### config.mk
export PLATFORM = sky130hd
export DESIGN_NAME = period_channel_arbiter
export DESIGN_NICKNAME = d
export VERILOG_FILES = /design/src/rtl/period_channel_arbiter.sv
export SDC_FILE = /design/constraint.sdc
export NUM_CORES = 1
export LEC_CHECK = 0
export BUFFER_PORTS_ARGS = -buffer_cell sky130_fd_sc_hd__clkbuf_2
export CAP_MARGIN = 20
export CELL_PAD_IN_SITES_DETAIL_PLACEMENT = 0
export CELL_PAD_IN_SITES_GLOBAL_PLACEMENT = 1
export CORE_MARGIN = 3
export CORE_UTILIZATION = 53
export DETAILED_ROUTE_END_ITERATION = 10
export MAX_ROUTING_LAYER = met4
export PLACE_DENSITY_LB_ADDON = 0.1
export SLEW_MARGIN = 30
export SYNTH_ARGS = -nofsm -noshare
export SYNTH_HDL_FRONTEND = slang
export SYNTH_SLANG_ARGS = --single-unit
export TNS_END_PERCENT = 10
### constraint.sdc
create_clock -name CLK_PARALLEL -period 7.5 [get_ports CLK_PARALLEL]
set_input_delay 0.375 -clock CLK_PARALLEL [delete_from_list [all_inputs] [get_ports CLK_PARALLEL]]
set_output_delay 0.375 -clock CLK_PARALLEL [all_outputs]
set_load 0.005 [all_outputs]
### src/rtl/period_channel_arbiter.sv
// period_channel_arbiter: per-channel FIFOs for period strobes, drained round-robin
// through one valid/ready output register, with saturating per-channel drop counters.
module period_channel_arbiter #(
    parameter int NUM_CH       = 2,
    parameter int COUNTER_BITS = 12,
    parameter int FIFO_DEPTH   = 4,
    parameter int OVF_BITS     = 8,
    localparam int CW          = (NUM_CH > 1) ? $clog2(NUM_CH) : 1
) (
    input  logic                           CLK_PARALLEL,
    input  logic                           RESET,
    input  logic [NUM_CH-1:0]              IN_VALID,
    input  logic [NUM_CH*COUNTER_BITS-1:0] IN_DURATION,
    input  logic [NUM_CH-1:0]              IN_ENABLE,
    output logic                           OUT_VALID,
    input  logic                           OUT_READY,
    output logic [CW-1:0]                  OUT_CHANNEL,
    output logic [COUNTER_BITS-1:0]        OUT_DURATION,
    input  logic                           OVERFLOW_CLEAR,
    output logic [NUM_CH*OVF_BITS-1:0]     OVERFLOW_COUNT
);
    localparam int AW = $clog2(FIFO_DEPTH);
    localparam int PW = AW + 1;
    typedef enum logic {S_EMPTY, S_LOADED} state_t;
    state_t state_q, state_d;
    logic [COUNTER_BITS-1:0] mem_q [NUM_CH][FIFO_DEPTH];
    logic [PW-1:0] wr_q [NUM_CH];
    logic [PW-1:0] rd_q [NUM_CH];
    logic [NUM_CH-1:0][OVF_BITS-1:0] ovf_q;
    logic [CW-1:0] rr_q, ch_q, gnt;
    logic [COUNTER_BITS-1:0] dur_q;
    logic [NUM_CH-1:0] empty, full, cand, push, pop, drop;
    logic found, load, grant;

    // Pointers carry one extra wrap bit so full and empty are distinguishable.
    always_comb begin
        for (int c = 0; c < NUM_CH; c++) begin
            empty[c] = wr_q[c] == rd_q[c];
            full[c] = (wr_q[c] - rd_q[c]) == PW'(FIFO_DEPTH);
        end
        cand = IN_ENABLE & ~empty;
    end

    always_comb begin
        gnt = rr_q;
        found = 1'b0;
        for (int k = 1; k <= NUM_CH; k++) begin
            if (!found && cand[(int'(rr_q) + k) % NUM_CH]) begin
                found = 1'b1;
                gnt = CW'((int'(rr_q) + k) % NUM_CH);
            end
        end
        load = (state_q == S_EMPTY) || OUT_READY;
        grant = load && found;
        pop = grant ? NUM_CH'(1) << gnt : '0;
        push = IN_VALID & IN_ENABLE & (~full | pop);
        drop = IN_VALID & IN_ENABLE & full & ~pop;
    end

    always_ff @(posedge CLK_PARALLEL) begin
        if (RESET) state_q <= S_EMPTY;
        else state_q <= state_d;
    end

    always_comb begin
        state_d = (grant || (state_q == S_LOADED && !OUT_READY)) ? S_LOADED : S_EMPTY;
    end

    always_comb begin
        OUT_VALID = state_q == S_LOADED;
        OUT_CHANNEL = ch_q;
        OUT_DURATION = dur_q;
        OVERFLOW_COUNT = ovf_q;
    end

    always_ff @(posedge CLK_PARALLEL) begin
        if (RESET) begin
            rr_q <= CW'(NUM_CH - 1);
            ch_q <= '0;
            dur_q <= '0;
        end else if (grant) begin
            rr_q <= gnt;
            ch_q <= gnt;
            dur_q <= mem_q[gnt][rd_q[gnt][AW-1:0]];
        end
    end

    // A disabled channel is flushed every cycle rather than just gated.
    always_ff @(posedge CLK_PARALLEL) begin
        for (int c = 0; c < NUM_CH; c++) begin
            if (RESET || !IN_ENABLE[c]) begin
                wr_q[c] <= '0;
                rd_q[c] <= '0;
            end else begin
                if (push[c]) wr_q[c] <= wr_q[c] + PW'(1);
                if (pop[c]) rd_q[c] <= rd_q[c] + PW'(1);
            end
            if (push[c]) mem_q[c][wr_q[c][AW-1:0]] <= IN_DURATION[c*COUNTER_BITS +: COUNTER_BITS];
        end
    end

    always_ff @(posedge CLK_PARALLEL) begin
        for (int c = 0; c < NUM_CH; c++) begin
            if (RESET || OVERFLOW_CLEAR) ovf_q[c] <= '0;
            else if (drop[c] && !(&ovf_q[c])) ovf_q[c] <= ovf_q[c] + OVF_BITS'(1);
        end
    end
endmodule
==> run metrics <==
run status=completed; Final Non-Filler Cells=603; DRC violation count after routing=0; wire length on met3=479 microns; top routing layer used=met4; post-synthesis instance area=5880 sq um; number of H-tree levels=4; total clock sinks=139; worst min-delay path category=in2reg; Final setup violation count=0; final number of hold-violating endpoints=0; overflow left after global routing=0; Die Height=111 microns; first-pass GRT wire length=about 18,000 microns; number of global-route vias before repair=3,502; Max Freq=291 MHz; post-detailed-routing wire length=about 11,000 microns; hold-critical path depth=1; CTS resizes=0; detail-routed net length per standard cell=18.7 microns; average cell area after synthesis=between 15 and 20 sq um; Initial Util=55.7%; area of the core=10,600 sq um; area fraction in compound gates after synthesis=6.34%; die outline width=between 100 and 150 microns; cell depth of the worst flop-to-flop path=5; element type at the critical path end=flip-flop; clock transition at the register clock pins on the worst setup and hold paths after CTS=0.06 ns; Max stage delay on crit path=0.74 ns; power density normalized to cell area=around 290 nW/um^2; count of pins over their slew limit=0; path type of the worst setup path=reg2reg; fraction of registers with async set/reset=0%; Setup crit end=mem_q[0][4]; post-synthesis sequential element count=roughly 140; warning count from the yosys run=0; Die Area=about 12,000 sq um; worst r2r dst=mem_q[0][4]; portion of netlist area occupied by mux cells=11.6%; Placer Congestion=0.795; instance count of the mapped netlist=386; most common library cell in the layout ignoring fill and taps=edfxtp_1; number of diodes added for antenna fixing=0; met2 WL post-DR=5660 microns; post-synthesis share of cell area spent on xor and xnor gates=about 1.5%; setup fix buffers added after clock tree synthesis=0; pin slew with the least headroom to its limit=0.875 ns; beginning of the worst register-to-register path=rd_q[1][0]; clock latency on the worst-skew pair=approximately 0.5 ns; DR vias=3,458; critical path arrival=3.58 ns; Final Critical Period=3.44 ns; count of buffers inserted at the top-level ports=61; CTS Hold Buffers Added=0; number of nets in the finished design=502; Synth Area in Simple Gates=9.98%; crit path from=rd_q[1][0]; unrepaired setup endpoints after global routing=no; initial antenna violation count=0; critical path's slowest cell=edfxtp_1; share of cells above drive strength 1=25.7%; TritonCTS clock tree=done; main combinational cell family by area after synthesis=multiplexers; total half-perimeter wirelength after legalization and detailed placement=roughly 7800 microns; worst-path fanout max=15; EDFF count, synth=108; maximum VDD drop=0.154 mV; kind of start point of the critical path=flip-flop; final setup slack of the worst path=4.06 ns; nets in the synthesized netlist=434; worst-case register-to-register setup slack=4.06 ns; minimum setup slack after placement=about 4.0 ns; critical path cell sequence=ha_1 > a311oi_2 > o211ai_1 > nor2b_1 > and2_1; wire length the detailed router placed on met1=roughly 5000 microns; area grow syn2layout=16.7%; leakage power=0.00245 uW; Yosys cell types=49; Clock Root Buffer=clkbuf_8; ratio of routed vias to standard cells=about 5.7; maximum number of pins on one net before global-route repair=28; global routing usage summed across all routing layers=between 10% and 20%; number of cell rows=37; TritonCTS buffer count=17; 1st-iter DRT viols=299; Worst slew margin=41.7%; Final Cycle Share=45.9%; most used cells in the layout excluding fill and tap cells=edfxtp_1 (108), clkbuf_2 (61), dfxtp_1 (31); post-synthesis sequential area ratio=65.7%; # IOs=62; Detailed Routing Iterations Pass 1=4; final setup TNS=0 ns; Top FF cell, synth=edfxtp_1; required time of the worst setup path=7.64 ns; # Max-Cap Violations=0; buffer levels on the longest clock path=2; remaining antenna violation count after routing=0; adder and majority cell fraction of the synthesized area=under 10%; largest clock skew in the final design=between 0.008 and 0.009 ns; Post-Place Cells=570
worst max-delay path: cells and delay by family, from the launching register on:
kind	cells	cell delay (ns)
DFF	1	0.74
AOI/OAI and AO/OA	2	0.89
adders and majority gates	1	0.50
and+or+nand+nor	2	0.94
report_power, final:
| group | internal, uW | switching [uW] | total [uW] |
|---|---|---|---|
| clock | 439 | 315 | 754 |
| combinational | 132 | 153 | 285 |
| sequential | 881 | 42.5 | 923 |
| total | 1450 | 511 | 1960 |
final cells by class:
type,count,area (sq um)
sequential,139,3860
multi-input combinational,226,1940
fill,801,3690
timing repair buffer,62,317
tap,136,170
inverter,8,30.0
clock buffer,18,418
clock inverter,14,123
registers in the layout, summed over array words and instances, names as in the netlist:
signal / cells
rd_q: 6
OVERFLOW_COUNT: 16
OUT_CHANNEL: 1
mem_q: 96
rr_q: 1
wr_q: 6
OUT_VALID: 1
OUT_DURATION: 12
cell families (layout without fill, tap and decap cells):
group | after synthesis | after routing
muxes | 38 | 38
xor gates and xnor gates | 10 | 10
buffers and inverters | 21 | 102
adders and majority gates | 16 | 16
AOI/OAI and AO/OA | 54 | 54
DFF | 139 | 139
and+or+nand+nor | 108 | 108
how the worst min path moves through the flow:
stage | from | end | slack, ns
after floorplan | IN_DURATION[0] | mem_q[0][0] | 0.47
after global placement | OUT_CHANNEL | OUT_CHANNEL | 0.48
after detailed placement | OUT_DURATION[10] | OUT_DURATION[10] | 0.49
after CTS | IN_DURATION[14] | mem_q[1][26] | 0.05
after global routing | IN_DURATION[14] | mem_q[1][38] | 0.06
final | IN_DURATION[14] | mem_q[1][2] | 0.08
per-layer routing:
| metal | up-vias | GRT usage [%] |
|---|---|---|
| met1 | 1686 | 24.7 |
| met4 | 0 | 8.27 |
| met5 | - | - |
| met2 | 95 | 31.6 |
| li1 | 1659 | - |
| met3 | 18 | 5.13 |
cells in the mapped netlist, drive strengths merged, types with 2 or more instances:
library cell | number | share of area (%)
nor2b | 5 | 0.53
o21ai | 8 | 0.68
mux4 | 24 | 9.2
nor4 | 2 | 0.21
a21o | 2 | 0.26
xnor2 | 8 | 1.2
or2 | 2 | 0.21
and4b | 2 | 0.34
or3 | 6 | 0.64
nand2 | 19 | 1.2
clkbuf | 6 | 0.38
or4 | 5 | 0.64
and2 | 12 | 1.3
buf | 7 | 0.60
nand4 | 4 | 0.43
o31ai | 4 | 0.51
xor2 | 2 | 0.30
nand2b | 3 | 0.32
a31oi | 2 | 0.21
nor3b | 4 | 0.60
nor3 | 8 | 0.68
inv | 8 | 0.51
nand3 | 6 | 0.51
and3 | 3 | 0.32
mux2i | 14 | 2.4
dfxtp | 31 | 11
a211oi | 12 | 1.5
o211ai | 2 | 0.26
a21oi | 14 | 1.2
edfxtp | 108 | 55
nor2 | 23 | 1.5
ha | 16 | 3.4
and4 | 3 | 0.45
metrics by stage:
step	hold WS (ns)	total power (uW)	instance area, sq um	util (%)
2_1_floorplan	0.474	1130	5880	-
3_3_place_gp	0.480	1210	6300	59.7
3_5_place_dp	0.493	1220	6300	59.7
4_1_cts	0.0517	1970	6840	64.8
5_1_grt	0.0555	2050	6860	65.0
6_report	0.0782	1960	6860	65.0
Power figures use the tool's default switching activity.
